===== config.mk =====
export PLATFORM = sky130hd
export DESIGN_NAME = reg_dump_reader_flat
export DESIGN_NICKNAME = d
export VERILOG_FILES = /design/src/rtl/reg_dump_reader_if.sv /design/src/rtl/reg_dump_reader.sv /design/src/flat_wrapper.sv
export SDC_FILE = /design/constraint.sdc
export NUM_CORES = 1
export LEC_CHECK = 0
export BUFFER_PORTS_ARGS = -buffer_cell sky130_fd_sc_hd__buf_4
export CAP_MARGIN = 20
export CORE_MARGIN = 1
export CORE_UTILIZATION = 40
export DETAILED_ROUTE_END_ITERATION = 8
export GPL_TIMING_DRIVEN = 1
export PLACE_DENSITY = 0.75
export SYNTH_ARGS = -nofsm -noshare
export SYNTH_HDL_FRONTEND = slang
export SYNTH_SLANG_ARGS = --single-unit

===== constraint.sdc =====
create_clock -name clk -period 4.1 [get_ports clk]
set_input_delay 0.82 -clock clk [delete_from_list [all_inputs] [get_ports clk]]
set_output_delay 0.82 -clock clk [all_outputs]
set_load 0.03 [all_outputs]

===== src/rtl/reg_dump_reader_if.sv =====
// Register-file read ports plus the dump output stream, as seen between the
// dump reader (master) and the register file / stream consumer (slave).
interface reg_dump_reader_if #(
  parameter int unsigned ADDR_W = 5,
  parameter int unsigned DATA_W = 32
);

  logic [ADDR_W-1:0] rd_addr_a;
  logic [ADDR_W-1:0] rd_addr_b;
  logic [DATA_W-1:0] rd_data_a;
  logic [DATA_W-1:0] rd_data_b;

  logic              out_valid;
  logic              out_ready;
  logic [DATA_W-1:0] out_data;
  logic [ADDR_W-1:0] out_index;
  logic              out_last;

  modport master (
    output rd_addr_a,
    output rd_addr_b,
    input  rd_data_a,
    input  rd_data_b,
    output out_valid,
    input  out_ready,
    output out_data,
    output out_index,
    output out_last
  );

  modport slave (
    input  rd_addr_a,
    input  rd_addr_b,
    output rd_data_a,
    output rd_data_b,
    input  out_valid,
    output out_ready,
    input  out_data,
    input  out_index,
    input  out_last
  );

endinterface


===== src/rtl/reg_dump_reader.sv =====
// Debug dump engine: walks the register file two registers per fetch through
// its combinational read ports and streams each word out with its index.
module reg_dump_reader #(
  parameter int unsigned NUM_REGS = 32,
  parameter int unsigned ADDR_W   = 5,
  parameter int unsigned DATA_W   = 32
) (
  input  logic              clk,
  input  logic              reset,
  input  logic              start,
  input  logic              abort,
  output logic              busy,
  output logic              done,
  reg_dump_reader_if.master bus
);

  // One extra bit so ptr can reach NUM_REGS without wrapping.
  localparam int unsigned PtrW = ADDR_W + 1;

  typedef enum logic [1:0] {
    StIdle,
    StFetch,
    StDrain,
    StDone
  } state_e;

  state_e            state_q;
  logic [PtrW-1:0]   ptr_q;
  logic              sel_q;
  logic [ADDR_W-1:0] idx_base_q;
  logic [DATA_W-1:0] buf0_q;
  logic [DATA_W-1:0] buf1_q;
  logic              busy_q;
  logic              done_q;
  logic              valid_q;
  logic [ADDR_W-1:0] addr_a_q;
  logic [ADDR_W-1:0] addr_b_q;

  logic              hs;
  logic              last_pair;
  logic [ADDR_W-1:0] index;

  assign hs        = valid_q & bus.out_ready;
  assign last_pair = (ptr_q == PtrW'(NUM_REGS));
  assign index     = idx_base_q + ADDR_W'(sel_q);

  always_ff @(posedge clk or negedge reset) begin
    if (!reset) begin
      state_q    <= StIdle;
      ptr_q      <= '0;
      sel_q      <= 1'b0;
      idx_base_q <= '0;
      buf0_q     <= '0;
      buf1_q     <= '0;
      busy_q     <= 1'b0;
      done_q     <= 1'b0;
      valid_q    <= 1'b0;
      addr_a_q   <= '0;
      addr_b_q   <= '0;
    end else if (abort && (state_q != StIdle)) begin
      // Abort beats any handshake this cycle; the word in flight is dropped.
      state_q  <= StIdle;
      ptr_q    <= '0;
      busy_q   <= 1'b0;
      done_q   <= 1'b0;
      valid_q  <= 1'b0;
      addr_a_q <= '0;
      addr_b_q <= '0;
    end else begin
      case (state_q)
        StIdle: begin
          if (start) begin
            state_q  <= StFetch;
            ptr_q    <= '0;
            busy_q   <= 1'b1;
            addr_a_q <= '0;
            addr_b_q <= ADDR_W'(1);
          end
        end
        StFetch: begin
          buf0_q     <= bus.rd_data_a;
          buf1_q     <= bus.rd_data_b;
          idx_base_q <= ptr_q[ADDR_W-1:0];
          ptr_q      <= ptr_q + PtrW'(2);
          sel_q      <= 1'b0;
          valid_q    <= 1'b1;
          addr_a_q   <= '0;
          addr_b_q   <= '0;
          state_q    <= StDrain;
        end
        StDrain: begin
          if (hs) begin
            if (!sel_q) begin
              sel_q <= 1'b1;
            end else if (last_pair) begin
              state_q <= StDone;
              valid_q <= 1'b0;
              done_q  <= 1'b1;
            end else begin
              // Present the next pair's addresses during the coming FETCH.
              state_q  <= StFetch;
              valid_q  <= 1'b0;
              addr_a_q <= ptr_q[ADDR_W-1:0];
              addr_b_q <= ptr_q[ADDR_W-1:0] + ADDR_W'(1);
            end
          end
        end
        StDone: begin
          state_q <= StIdle;
          busy_q  <= 1'b0;
          done_q  <= 1'b0;
          ptr_q   <= '0;
        end
        default: begin
          state_q <= StIdle;
        end
      endcase
    end
  end

  assign busy          = busy_q;
  assign done          = done_q;
  assign bus.rd_addr_a = addr_a_q;
  assign bus.rd_addr_b = addr_b_q;
  assign bus.out_valid = valid_q;
  assign bus.out_data  = sel_q ? buf1_q : buf0_q;
  assign bus.out_index = index;
  assign bus.out_last  = valid_q && (index == ADDR_W'(NUM_REGS - 1));

endmodule


===== src/flat_wrapper.sv =====
// flat-port wrapper written by rule: the top's interface ports become plain ports
module reg_dump_reader_flat 
#(
  parameter int unsigned NUM_REGS = 32,
  parameter int unsigned ADDR_W   = 5,
  parameter int unsigned DATA_W   = 32
)
  (clk, reset, start, abort, busy, done, bus_rd_addr_a, bus_rd_addr_b, bus_rd_data_a, bus_rd_data_b, bus_out_valid, bus_out_ready, bus_out_data, bus_out_index, bus_out_last);
  reg_dump_reader_if #(.ADDR_W(ADDR_W), .DATA_W(DATA_W)) bus_i ();
  input  logic clk;
  input  logic reset;
  input  logic start;
  input  logic abort;
  output logic busy;
  output logic done;
  output wire logic [$bits(bus_i.rd_addr_a)-1:0] bus_rd_addr_a;
  output wire logic [$bits(bus_i.rd_addr_b)-1:0] bus_rd_addr_b;
  input wire logic [$bits(bus_i.rd_data_a)-1:0] bus_rd_data_a;
  input wire logic [$bits(bus_i.rd_data_b)-1:0] bus_rd_data_b;
  output wire logic [$bits(bus_i.out_valid)-1:0] bus_out_valid;
  input wire logic [$bits(bus_i.out_ready)-1:0] bus_out_ready;
  output wire logic [$bits(bus_i.out_data)-1:0] bus_out_data;
  output wire logic [$bits(bus_i.out_index)-1:0] bus_out_index;
  output wire logic [$bits(bus_i.out_last)-1:0] bus_out_last;
  assign bus_rd_addr_a = bus_i.rd_addr_a;
  assign bus_rd_addr_b = bus_i.rd_addr_b;
  assign bus_i.rd_data_a = bus_rd_data_a;
  assign bus_i.rd_data_b = bus_rd_data_b;
  assign bus_out_valid = bus_i.out_valid;
  assign bus_i.out_ready = bus_out_ready;
  assign bus_out_data = bus_i.out_data;
  assign bus_out_index = bus_i.out_index;
  assign bus_out_last = bus_i.out_last;
  reg_dump_reader #(.NUM_REGS(NUM_REGS), .ADDR_W(ADDR_W), .DATA_W(DATA_W)) u_core (.clk(clk), .reset(reset), .start(start), .abort(abort), .busy(busy), .done(done), .bus(bus_i));
endmodule

# Yosys cells after proc, flatten, opt, wreduce, memory -nomap -nowiden
# Cells that the tools add are included.
classes:
  n_addsub: 3
  n_eq_ne: 11
  muxes: 36
  bitwise_logic: 2
  n_reduce_logical: 18
op_table:
  columns: ["op", "count"]
  rows:
  - ["5-bit two-way mux", 10]
  - ["32-bit two-way mux", 1]
  - ["5-bit case mux with 3 select lines", 2]
  - ["6-bit case mux with 3 select lines", 1]
  - ["6-bit two-way mux", 2]
  - ["1-bit two-way mux", 10]
  - ["2-bit two-way mux", 5]
  - ["3-bit by 1-bit != test with 1-bit output, second input constant", 3]
  - ["3-bit AND reduction", 3]
  - ["3-bit nonzero test", 3]
  - ["1-bit case mux with 2 select lines", 4]
  - ["2-bit case mux with 4 select lines", 1]
  - ["4-bit nonzero test", 2]
  - ["6-bit by 2-bit adder with 6-bit output, second input constant", 1]
  - ["6-bit == test, second input constant", 1]
  - ["2-bit AND reduction", 3]
  - ["5-bit by 1-bit adder with 5-bit output", 1]
  - ["5-bit by 1-bit adder with 5-bit output, second input constant", 1]
  - ["5-bit == test, second input constant", 1]
  - ["5-bit AND reduction", 1]
  - ["2-bit == test, second input constant", 2]
  - ["4-bit AND reduction", 1]
  - ["2-bit nonzero test", 2]
  - ["3-bit by 2-bit != test with 1-bit output, second input constant", 1]
  - ["7 further kinds", 8]
totals:
  register_bits: 91
  out_inout_bits: 51
  wordCells: 81

# Logic depth before layout (Yosys ltp)
logic_depth:
  depth_word: 6
  mapped_depth: 9
  ltp_nobuf: 6

# Least setup slack after synthesis
# Ideal clock, no wire load.
synth_path:
  path_kind: "register to output"
  startpoint: "register u_core.idx_base_q[2]"
  endpoint: "output port bus_out_last"
  arrival_ns: 1.316
  required_time_ns: 3.280
  slack_ns: 1.964
  stages_incl_launch_ff: 3
  n_path_buf: 0
  path_cell_list: "dfrtp_1 > xor2_1 > and3_1"
synth_between:
  elab_chain_cells: 3
synth_rtl:
  columns: ["item", "line", "text"]
  rows:
  - ["from (decl)", "reg_dump_reader.sv:30", "logic [ADDR_W-1:0] idx_base_q;"]
  - ["from (signal assigned)", "reg_dump_reader.sv:83", "idx_base_q <= ptr_q[ADDR_W-1:0];"]
  - ["5-bit by 1-bit adder with 5-bit output", "reg_dump_reader.sv:45", "assign index = idx_base_q + ADDR_W'(sel_q);"]
  - ["net bus_out_index[2]", "flat_wrapper.sv:23", "output wire logic [$bits(bus_i.out_index)-1:0] bus_out_index;"]
  - ["5-bit == test", "reg_dump_reader.sv:128", "assign bus.out_last = valid_q && (index == ADDR_W'(NUM_REGS - 1));"]
  - ["1-bit logical AND", "reg_dump_reader.sv:128", null]
  - ["to (decl)", "flat_wrapper.sv:24", "output wire logic [$bits(bus_i.out_last)-1:0] bus_out_last;"]
# The timed path passes the listed nets, and every way through them passes these cells.

# Final worst setup path
layout_path:
  startpoint: "register u_core.sel_q"
  endpoint: "output port bus_out_data[18]"
layout_between:
  elab_chain_cells: 1
layout_rtl:
  columns: ["item", "line", "text"]
  rows:
  - ["from (decl)", "reg_dump_reader.sv:29", "logic sel_q;"]
  - ["from (signal assigned)", "reg_dump_reader.sv:51", "sel_q <= 1'b0;"]
  - ["from (signal assigned)", "reg_dump_reader.sv:85", "sel_q <= 1'b0;"]
  - ["from (signal assigned)", "reg_dump_reader.sv:94", "sel_q <= 1'b1;"]
  - ["32-bit two-way mux", "reg_dump_reader.sv:126", "assign bus.out_data = sel_q ? buf1_q : buf0_q;"]
  - ["to (decl)", "flat_wrapper.sv:22", "output wire logic [$bits(bus_i.out_data)-1:0] bus_out_data;"]
# No other way between the ends.

==> impl_results.md <==
- Outcome: finished, final reports clean
- Multiplexer share of the synthesized area: 0.133
- Clock transition at path regs: 90 ps
- # IOs: 120
- Cells on worst reg2reg path: 4
- Worst r2r src: u_core.sel_q$_DFFE_PN0P_
- CTS Buf Count: 9
- Adder and majority gate portion of the synthesized area: 0.0213
- Net switching power: 1740 uW
- Power per Cell Area: 759 nW/um^2
- RSZ-0062 raised after global routing: false
- Hold Path Class: in2async
- Initial core utilization: 0.418
- Nets: 620
- Width of the die: 104 um
- Layout area overhead: 29.5%
- Synth Area in Simple Gates: 0.227
- CTS Buffer Depth: 2
- CP Class: reg2out
- Syn Nets: 509
- Avg WL per Cell: 13.8 um
- Antenna Cells: 0
- CTS sink count: about 90
- Post-synth top flop: dfrtp_1
- Synth Register Bits: 89
- Largest family of logic cells by synthesized area: simple AND/OR/NAND/NOR gates
- Synth Area in XOR/XNOR: 0.00425
- Syn Area/Cell: roughly 9.5 sq um
- Sequential area share after synthesis: 0.540
- Largest net degree at the start of global routing: 90
- R2R Setup Slk: 1480 ps
- Worst path required time: 3280 ps
- Die height: 104 um
- R2R Path End: u_core.bus.rd_addr_b[2]$_DFFE_PN0P_
- Commonest non-fill, non-tap cell in the layout: nand2_1
- DR pass1 iterations: 4
- Slew HR: 0.335
- Clk pwr share: 0.152
- Share of cells above drive strength 1: 0.344
- GR Overflow Total: 0
- Critical path's slowest cell: dfrtp_1
- Post-CTS Setup Inserts: 0
- Std cell rows: 36
- Vias per std cell: around 4.8
- Max Clk Rate: 324 MHz
- Gr usage total: 0.178
- Initial DRC count: 124
- Core footprint: 9860 sq um
- Initial antenna violation count: 0
- Pins Over Slew Limit: 0
- Area after DPL: between 5000 and 6000 sq um
- Minimum clock period: about 3000 ps
- Tcrit/Tclk final: 0.752
- Syn Inst Count: 433
- Root Buffer: clkbuf_8
- Crit-path leading delay family: flip-flops
- Vias in the first global route: ~3300
- CTS H-tree depth: 3
- Placer Congestion: 0.810
- Worst VDD drop: 391 uV
- P_leak: 0.00282 uW
- EDFF count, synth: 0
- Number of fill cells: 865
- TNS Setup: 0 ps
- Worst path most repeated cell: buf_4
- CP cell instances: buf_4, mux2_2, buf_4
- Finish-stage setup viols: 0
- Drt drc: 0
- Post-Syn Area: 4120 sq um
- DIE AREA: approximately 11000 sq um
- Remaining antenna violation count: 0
- TritonCTS clock tree: done
- Critical path buffers and inverters: 2
- CP Launch Type: flip-flop
- Total routed wirelength: 9400 um
- Pint: 2310 uW
- Sw Share: 0.430
- Port bufs: 119
- Sequential share of power: 0.360
- Compound-cell area share of the yosys netlist: 0.0392
- Hold Buf Count CTS: 0
- Final Hold Vio Count: 0
- YS warnings: 0
- Crit path DAT: ~2300 ps
- Clk_skew: about 14 ps
- FFs w/ async S/R, synth: 1.00
- Worst-path fanout max: 24
- Critical path endpoint category: primary output
- Logic pwr share: 0.488
- Yosys cell types: 39
- First-pass GRT wire length: 15400 um
- Worst Tran Pin Value: 998 ps
- Most frequent cells in the layout: nand2_1 (201), buf_4 (121), dfrtp_1 (89)
- MaxCap Viol Count: 0
- Clock Latency Late Sink: 350 ps
- Hpwl dp: between 6000 and 7000 um
- CP max stage delay: 1010 ps
- PostCTS Resize Cnt: 0
- Final Cell Area: 5340 sq um
- Vias: 3262
flip-flops by register name (all words and copies together), names as in the netlist:
| register | count |
|---|---|
| u_core.done | 1 |
| u_core.buf0_q | 32 |
| u_core.sel_q | 1 |
| u_core.bus.rd_addr_a | 5 |
| u_core.bus.rd_addr_b | 5 |
| u_core.bus.out_valid | 1 |
| u_core.state_q | 2 |
| u_core.buf1_q | 32 |
| u_core.ptr_q | 5 |
| u_core.idx_base_q | 4 |
| u_core.busy | 1 |
Yosys cell counts, drive strengths merged, types with 2 or more instances:
| master | number | area [sq um] |
|---|---|---|
| o21ai | 7 | 35.0 |
| a22o | 2 | 17.5 |
| nand2b | 3 | 18.8 |
| nor2b | 2 | 12.5 |
| inv | 8 | 30.0 |
| nor3 | 2 | 10.0 |
| ha | 7 | 87.6 |
| and3 | 3 | 20.0 |
| nor2 | 4 | 15.0 |
| mux2i | 7 | 70.1 |
| and2 | 2 | 12.5 |
| buf | 13 | 68.8 |
| or2 | 2 | 12.5 |
| mux2 | 41 | 477 |
| a21oi | 8 | 40.0 |
| dfrtp | 89 | 2230 |
| nand3 | 7 | 35.0 |
| clkbuf | 10 | 41.3 |
| nand2 | 202 | 758 |
| o21bai | 2 | 26.3 |
power groups by stage:
stage          sequential [uW]  clock [uW]  combinational, uW
2_1_floorplan             1410           0               1420
3_3_place_gp              1460           0               1920
3_5_place_dp              1470           0               1980
4_1_cts                   1460         633               1990
5_1_grt                   1500         671               2160
6_report                  1460         614               1980
routing by layer:
layer / vias up / global-route usage / part of all wire
met2: 96 / 0.295 / 0.48
met4: 0 / 0.0973 / 0.033
met1: 1535 / 0.222 / 0.45
met3: 27 / 0.0296 / 0.040
li1: 1604 / - / -
met5: - / 0 / 0
layout make-up:
class / count / area [sq um] / share of cell area
multi-input cells: 313 / 1760 / 0.329
inverters: 8 / 30.0 / 0.00563
repair buffers: 123 / 956 / 0.179
clock inverters: 7 / 76.3 / 0.0143
clock buffers: 9 / 124 / 0.0232
well taps: 133 / 166 / 0.0312
flip-flops and latches: 89 / 2230 / 0.417
stage by stage:
stage / total power, uW / std cells / hold slack (ps) / setup slack, ps / util
2_1_floorplan: 2830 / 433 / 440 / 1960 / -
3_3_place_gp: 3380 / 664 / 451 / 1400 / 0.516
3_5_place_dp: 3450 / 665 / 460 / 1370 / 0.518
4_1_cts: 4080 / 681 / 482 / 974 / 0.538
5_1_grt: 4330 / 682 / 355 / 899 / 0.541
6_report: 4050 / 682 / 351 / 1020 / 0.541
cell families (layout without fill, tap and decap cells):
| kind of cell | Yosys count | after routing |
|---|---|---|
| other cells | 1 | 1 |
| xor+xnor | 2 | 2 |
| compound gates | 23 | 23 |
| mux | 48 | 48 |
| flops | 89 | 89 |
| simple gates | 232 | 232 |
| buf+inv | 31 | 147 |
| fa+ha+maj | 7 | 7 |
worst max path at each step:
stage	start	end	depth (start not counted)
after floorplan	u_core.idx_base_q[2]$_DFFE_PN0P_	bus_out_last	2
after CTS	u_core.sel_q$_DFFE_PN0P_	bus_out_data[18]	3
after detailed placement	u_core.sel_q$_DFFE_PN0P_	bus_out_data[18]	3
after global placement	u_core.sel_q$_DFFE_PN0P_	bus_out_data[20]	3
final	u_core.sel_q$_DFFE_PN0P_	bus_out_data[18]	3
after global routing	u_core.sel_q$_DFFE_PN0P_	bus_out_data[24]	3
No activity file was read; power rests on OpenSTA's default activity.
